**config.mk**
```make
export PLATFORM = sky130hd
export DESIGN_NAME = compute_bw
export DESIGN_NICKNAME = d
export VERILOG_FILES = /design/src/rtl/compute_bw.sv
export SDC_FILE = /design/constraint.sdc
export NUM_CORES = 1
export LEC_CHECK = 0
export ABC_AREA = 1
export CORE_MARGIN = 4
export CORE_UTILIZATION = 55
export CTS_BUF_LIST = sky130_fd_sc_hd__clkbuf_16
export CTS_CLUSTER_DIAMETER = 200
export DETAILED_ROUTE_END_ITERATION = 6
export HOLD_SLACK_MARGIN = 0.03
export PLACE_DENSITY = 0.76
export SETUP_SLACK_MARGIN = 0.02
export SYNTH_ARGS = -nofsm -noshare
export SYNTH_HDL_FRONTEND = slang
export SYNTH_SLANG_ARGS = --single-unit
```
**constraint.sdc**
```tcl
create_clock -name clk -period 6.1 [get_ports clk]
set_input_delay 1.22 -clock clk [delete_from_list [all_inputs] [get_ports clk]]
set_output_delay 1.22 -clock clk [all_outputs]
set_load 0.05 [all_outputs]
```
**src/rtl/compute_bw.sv**
```systemverilog
// rtl/compute_bw.sv - serial shift-add RGB to 8-bit grayscale converter
module compute_bw #(
    parameter int unsigned W_RED   = 77,
    parameter int unsigned W_GREEN = 150,
    parameter int unsigned W_BLUE  = 29
) (
    input  logic       clk,
    input  logic       n_rst,
    input  logic [7:0] pixel_red,
    input  logic [7:0] pixel_green,
    input  logic [7:0] pixel_blue,
    input  logic       start,
    input  logic       clear,
    output logic       clear_flag,
    output logic [7:0] grayed_pixel
);

    typedef enum logic [1:0] {
        IDLE  = 2'd0,
        MUL   = 2'd1,
        ROUND = 2'd2,
        DONE  = 2'd3
    } state_t;

    state_t      state_q, state_d;
    logic [16:0] acc_q, acc_d;
    logic [2:0]  cnt_q, cnt_d;
    logic [7:0]  red_q, red_d;
    logic [7:0]  green_q, green_d;
    logic [7:0]  blue_q, blue_d;
    logic [7:0]  gray_q, gray_d;
    logic        flag_q, flag_d;

    // Partial products for bit cnt_q of each latched channel.
    logic [16:0] term_red, term_green, term_blue, term_sum;

    always_comb begin
        term_red   = red_q[cnt_q]   ? (17'(W_RED)   << cnt_q) : 17'd0;
        term_green = green_q[cnt_q] ? (17'(W_GREEN) << cnt_q) : 17'd0;
        term_blue  = blue_q[cnt_q]  ? (17'(W_BLUE)  << cnt_q) : 17'd0;
        term_sum   = term_red + term_green + term_blue;
    end

    always_comb begin
        state_d = state_q;
        acc_d   = acc_q;
        cnt_d   = cnt_q;
        red_d   = red_q;
        green_d = green_q;
        blue_d  = blue_q;
        gray_d  = gray_q;
        flag_d  = flag_q;

        case (state_q)
            IDLE: begin
                flag_d = 1'b0;
                // start has priority over a simultaneous clear here
                if (start) begin
                    red_d   = pixel_red;
                    green_d = pixel_green;
                    blue_d  = pixel_blue;
                    acc_d   = 17'd0;
                    cnt_d   = 3'd0;
                    state_d = MUL;
                end
            end
            MUL: begin
                if (clear) begin
                    state_d = IDLE;
                end else begin
                    acc_d = acc_q + term_sum;
                    cnt_d = cnt_q + 3'd1;
                    if (cnt_q == 3'd7) begin
                        state_d = ROUND;
                    end
                end
            end
            ROUND: begin
                if (clear) begin
                    state_d = IDLE;
                end else begin
                    // Max pre-round sum 65280 keeps the rounded result within 8 bits.
                    gray_d  = 8'((acc_q + 17'd128) >> 8);
                    flag_d  = 1'b1;
                    state_d = DONE;
                end
            end
            DONE: begin
                if (clear) begin
                    flag_d  = 1'b0;
                    state_d = IDLE;
                end
            end
            default: begin
                state_d = IDLE;
                flag_d  = 1'b0;
            end
        endcase
    end

    always_ff @(posedge clk or negedge n_rst) begin
        if (!n_rst) begin
            state_q <= IDLE;
            acc_q   <= 17'd0;
            cnt_q   <= 3'd0;
            red_q   <= 8'd0;
            green_q <= 8'd0;
            blue_q  <= 8'd0;
            gray_q  <= 8'd0;
            flag_q  <= 1'b0;
        end else begin
            state_q <= state_d;
            acc_q   <= acc_d;
            cnt_q   <= cnt_d;
            red_q   <= red_d;
            green_q <= green_d;
            blue_q  <= blue_d;
            gray_q  <= gray_d;
            flag_q  <= flag_d;
        end
    end

    assign clear_flag   = flag_q;
    assign grayed_pixel = gray_q;

endmodule

```
==> results.ini, run 1 <==
[run_status]
status = complete, no violations

[routing]
dr.max_layer_used = met4
drc = 0
routed_wl_microns = 10300
routedLengthMet1_microns = 4830
wl_met2_microns = 4670
ant_nets = 0
vias_per_cell = 5.29
drtIter0Drc = 199
first_pass_iters = 7
dr_wl_met3_microns = 528
vias = 3715
wl_per_cell_microns = 14.7

[die]
rows = 32
dieWidth_microns = 98.2
core_area_sq_um = 7810
dieArea_sq_um = 9650
die_h_microns = 98.2
start_util = 0.574
io_pins = 37

[synthesis]
yosys.cell_types.count = 34
yosys_warnings = 0
yosys-top-cells-area = dfrtp_1, nand2_1, fa_1
synth_top_area_cell = dfrtp_1
syn-cell-area_sq_um = 4480
ys_seq_area_frac = 0.302
synth_cells = 567
ys_seq_elements = 54
syn_avg_cell_area_sq_um = 7.90
synth_top_area_share = 0.302
syn-num-nets = 655

[setup_path]
cp.required_ns = 6.34
crit_fanout = 17
r2r_cells = 20
timing.rr.start = cnt_q[0]
startpoint_type = register
critical_path_class = reg -> reg
r2r_end = acc_q[15]
endpoint_kind = register
regToRegSetupSlack_ns = 1.60
arrival_ns = 4.74

[finish]
drive_above_1_share = 0.0983
final_common_cell = nand2_1
final_cell_mix = nand2_1, inv_1, dfrtp_1, nor2_1
area_growth_pct = 13.4
nets = 687
insertedDiodeCount = 0

[sta]
relSlewSlack = 0.322
clock_skew_ns = 0.00668
worst_slew_pin_slew_ns = 1.02
fin_crit_ns = 4.50
finalHoldViolCount = 0
tns_ns = 0
max_freq_mhz = 222
period_share = 0.738
rsz0062_at_grt = no
report.final.slew_viol_count = 0
setup_slack_ns = 1.60
setup_violations = 0

[global_route]
grt_overflow = 0
grt_pass1_vias = 3896
grt_pass1_wl_microns = 18300
antenna_found_initial = 0
grtUsageTotal = 0.233
grt_max_degree = 55

[clocking]
cts.root.buffer_cell = clkbuf_16
clock_latency_ns = 0.30
cts_buffers = 5
cts_sinks = 54
postCtsHoldBufs = 0
post_cts_buffers = 0
path_clk_slew_ns = 0.08
clockBufferDepth = 2
cts_resized = 0
htreeDepth = 2
cts_tree = done

[placed_design]
place_worst_setup_slack_ns = 1.68
routabilityCongestion = 0.972
dp_hpwl_microns = 8040
port_buffers = 36

[job]
maxCapViolCount = 0

[worst_hold_path]
min_from = grayed_pixel[7]
min_path_type = reg -> reg
min_path_cells = 2
hold_end = grayed_pixel[7]

[layer usage]
| metal | vias to the layer above | global-route usage |
|---|---|---|
| met1 | 1744 | 0.311 |
| met2 | 93 | 0.383 |
| met4 | 0 | 0.0819 |
| li1 | 1859 | - |
| met3 | 19 | 0.0436 |
| met5 | - | 0 |
[state kept, by name (all words and copies together), names as in the netlist]
register,count
green_q,8
clear_flag,1
red_q,8
state_q,2
grayed_pixel,8
acc_q,16
blue_q,8
cnt_q,3
[layout make-up]
class / instances / area [sq um]
Timing Repair Buffer: 37 / 363
Fill cell: 667 / 2730
Clock buffer: 5 / 125
Tap cell: 102 / 128
Inverter: 112 / 420
Multi-Input combinational cell: 389 / 2650
Sequential cell: 54 / 1350
Clock inverter: 3 / 47.5
[worst max-delay path: stages (launching register included)]
cell and delay, ns:
dfrtp_1 0.70, inv_2 0.27, a21oi_1 0.19, nand4_1 0.47
nand3_1 0.27, inv_1 0.09, fa_1 0.48, inv_1 0.05
fa_1 0.52, inv_1 0.04, ha_1 0.22, fa_1 0.38
nand2_1 0.11, nand2_1 0.06, nand3_1 0.06, nand2_1 0.11
nand2_1 0.12, nand2_1 0.06, nand2_1 0.06, nand3_1 0.06
nand2_1 0.09
[cells by family (layout without fill, tap and decap cells)]
family                     Yosys count  in the layout  share of synthesized area
xor gates and xnor gates             2              2                    0.00391
muxes                               24             24                     0.0603
buffers and inverters              124            157                      0.108
and+or+nand+nor                    233            233                      0.225
adders and majority gates           60             60                      0.209
DFF                                 54             54                      0.302
AOI/OAI and AO/OA                   70             70                     0.0922
[per-stage QoR]
stage               instance area [sq um]  std cells  hold WS (ns)  utilization
detailed placement                   4910        694         0.466        0.629
global route                         5080        702         0.518        0.651
finish                               5080        702         0.487        0.651
CTS                                  5080        702         0.488        0.651
global placement                     4910        694         0.462        0.629
floorplan                            4480        567         0.471            -
[worst max path at each step]
| stage | from | to | slack [ns] | cells past startpoint |
|---|---|---|---|---|
| 2_1_floorplan | cnt_q[0] | acc_q[15] | 2.62 | 21 |
| 3_3_place_gp | cnt_q[2] | acc_q[15] | 1.80 | 20 |
| 3_5_place_dp | cnt_q[0] | acc_q[15] | 1.68 | 20 |
| 4_1_cts | cnt_q[0] | acc_q[15] | 1.67 | 20 |
| 5_1_grt | cnt_q[0] | acc_q[15] | 1.22 | 20 |
| 6_report | cnt_q[0] | acc_q[15] | 1.60 | 20 |
[cell usage after synthesis]
cell / count
nand2_1: 136
inv_1: 105
dfrtp_1: 54
nor2_1: 37
ha_1: 35
nand3_1: 35
o21ai_0: 29
fa_1: 25
mux2_2: 24
a21oi_1: 17
buf_2: 8
inv_2: 7
nand4_1: 7
nand3_2: 5
nor2_2: 5
o21ai_1: 5
clkbuf_1: 3
o2111ai_1: 3
o211ai_1: 3
a22o_1: 2
nand3b_1: 2
nor3_1: 2
o211ai_2: 2
o21a_1: 2
o21ai_2: 2
o21bai_1: 2
o22ai_1: 2
or2_2: 2
a31oi_1: 1
buf_6: 1
nand2_2: 1
nand4_2: 1
xnor2_1: 1
xor2_1: 1
Power of run 1 is not shown: default switching activity piles up to over one toggle a cycle in this logic, so the estimate is an artifact.
==> run 2: changes to the inputs <==
==> constraint.sdc (replaced) <==
create_clock -name clk -period 4.31 [get_ports clk]
set_input_delay 0.862 -clock clk [delete_from_list [all_inputs] [get_ports clk]]
set_output_delay 0.862 -clock clk [all_outputs]
set_load 0.05 [all_outputs]
==> run 2 against run 1 <==
Effect of this change: global-route usage is essentially flat; maximum frequency rose by 12%; via count rose by 2.5%; sequential cell count unchanged; register-to-register slack lost 1.3 ns; utilization is 0.59 points higher; largest cell class unchanged; clock skew is 0.0026 ns higher.
==> results.ini, run 2 (synthesis gave the netlist of run 1 again) <==
[global_route]
grt_pass1_wl_microns = 18400
grt_max_degree = 30
antenna_found_initial = 0
grtUsageTotal = 0.233
grt_overflow = 0
grt_pass1_vias = 3816

[finish]
final_common_cell = nand2_1
drive_above_1_share = 0.114
area_growth_pct = 14.4
final_cell_mix = nand2_1, inv_1, dfrtp_1, nor2_1
finish.utilization = 0.657
largest_reg_flops = 16
insertedDiodeCount = 0
regMostFlops = acc_q
nets = 694

[setup_path]
critical_path_class = reg -> reg
crit_fanout = 15
timing.rr.start = cnt_q[2]
slowest_delay_ns = 0.53
r2r_cells = 22
cp_slowest_cell = dfrtp_2
r2r_end = acc_q[15]
regToRegSetupSlack_ns = 0.30
startpoint_type = register
cp.required_ns = 4.51
worstSetupEndpoint = acc_q[15]
crit_top_cell = nand2_1
arrival_ns = 4.20
critPathLaunch = cnt_q[2]
endpoint_kind = register
path_cells = nand2_1 -> inv_2 -> nand2_1 -> nand2_1 -> a21oi_1 -> nand3_2 -> nand3_1 -> inv_1 -> fa_1 -> inv_1 -> fa_1 -> inv_1 -> ha_1 -> fa_1 -> nand2_1 -> nand2_1 -> nand3_1 -> nand2_1 -> nand2_1 -> nand3_1 -> nand3_1 -> nand2_1

[clocking]
cts_sinks = 54
clock_latency_ns = 0.30
cts.root.buffer_cell = clkbuf_16
clockBufferDepth = 2
cts_resized = 0
cts_tree = done
htreeDepth = 2
cts_buffers = 5
post_cts_buffers = 0
postCtsHoldBufs = 0
path_clk_slew_ns = 0.08

[routing]
drtIter0Drc = 289
drc = 0
vias = 3809
routed_wl_microns = 10700
vias_per_cell = 5.37
wl_per_cell_microns = 15.1
ant_nets = 0
first_pass_iters = 5

[sta]
worst_slew_pin_slew_ns = 0.630
setup_slack_ns = 0.301
clock_skew_ns = 0.00931
tns_ns = 0
setup_violations = 0
max_freq_mhz = 249
fin_crit_ns = 4.01
report.final.slew_viol_count = 0
rsz0062_at_grt = no
period_share = 0.930
relSlewSlack = 0.580
finalHoldViolCount = 0

[placed_design]
place_worst_setup_slack_ns = 0.141
routabilityCongestion = 0.968
dp_hpwl_microns = 8330
port_buffers = 36

[die]
dieArea_sq_um = 9650
die_h_microns = 98.2
dieWidth_microns = 98.2
start_util = 0.574
io_pins = 37
rows = 32
core_area_sq_um = 7810

[job]
maxCapViolCount = 0

[run_status]
status = complete, no violations

[worst_hold_path]
min_path_type = reg -> reg

==> run 2: changes by cell type in the layout (fill, tap and decap cells not counted), sizes merged <==
| cell | previous run | this run |
|---|---|---|
| bufinv | 1 | 0 |
| buf | 2 | 9 |
| inv | 113 | 114 |
==> run 2: area by class of cell <==
cell class	instances	area, sq um
inverters	112	420
clock buffers	5	125
well taps	102	128
fillers	659	2680
repair buffers	44	415
flip-flops and latches	54	1350
clock inverters	3	28.8
multi-input cells	389	2660
==> run 2: worst min-delay path by stage <==
stage,from,to,slack [ns],cells past startpoint
after CTS,grayed_pixel[0],grayed_pixel[0],0.49,2
final,grayed_pixel[0],grayed_pixel[0],0.50,2
after floorplan,red_q[2],red_q[2],0.47,1
after detailed placement,grayed_pixel[0],grayed_pixel[0],0.47,2
after global placement,grayed_pixel[6],grayed_pixel[6],0.47,2
after global routing,grayed_pixel[3],grayed_pixel[3],0.52,2
==> run 2: through the flow <==
step | hold slack (ns) | instances | instance area, sq um
2_1_floorplan | 0.471 | 567 | 4480
4_1_cts | 0.494 | 709 | 5110
3_5_place_dp | 0.473 | 701 | 4960
6_report | 0.496 | 709 | 5130
3_3_place_gp | 0.465 | 701 | 4960
5_1_grt | 0.520 | 709 | 5130
==> run 2: critical path: cells and delay by family (launching register included) <==
family / cells / cell delay [ns]
adder cells (fa/ha/maj): 4 / 1.62
AO/OA/AOI/OAI: 1 / 0.15
buffers and inverters: 4 / 0.22
AND/OR/NAND/NOR: 13 / 1.37
flip-flops: 1 / 0.53
==> run 2: layer usage <==
metal,track usage,vias up,routed length [microns]
met3,0.0421,19,674
met2,0.368,125,4870
met5,0,-,0
li1,-,1868,-
met4,0.0651,0,233
met1,0.333,1797,4960
Power of run 2 is left out for the same reason.
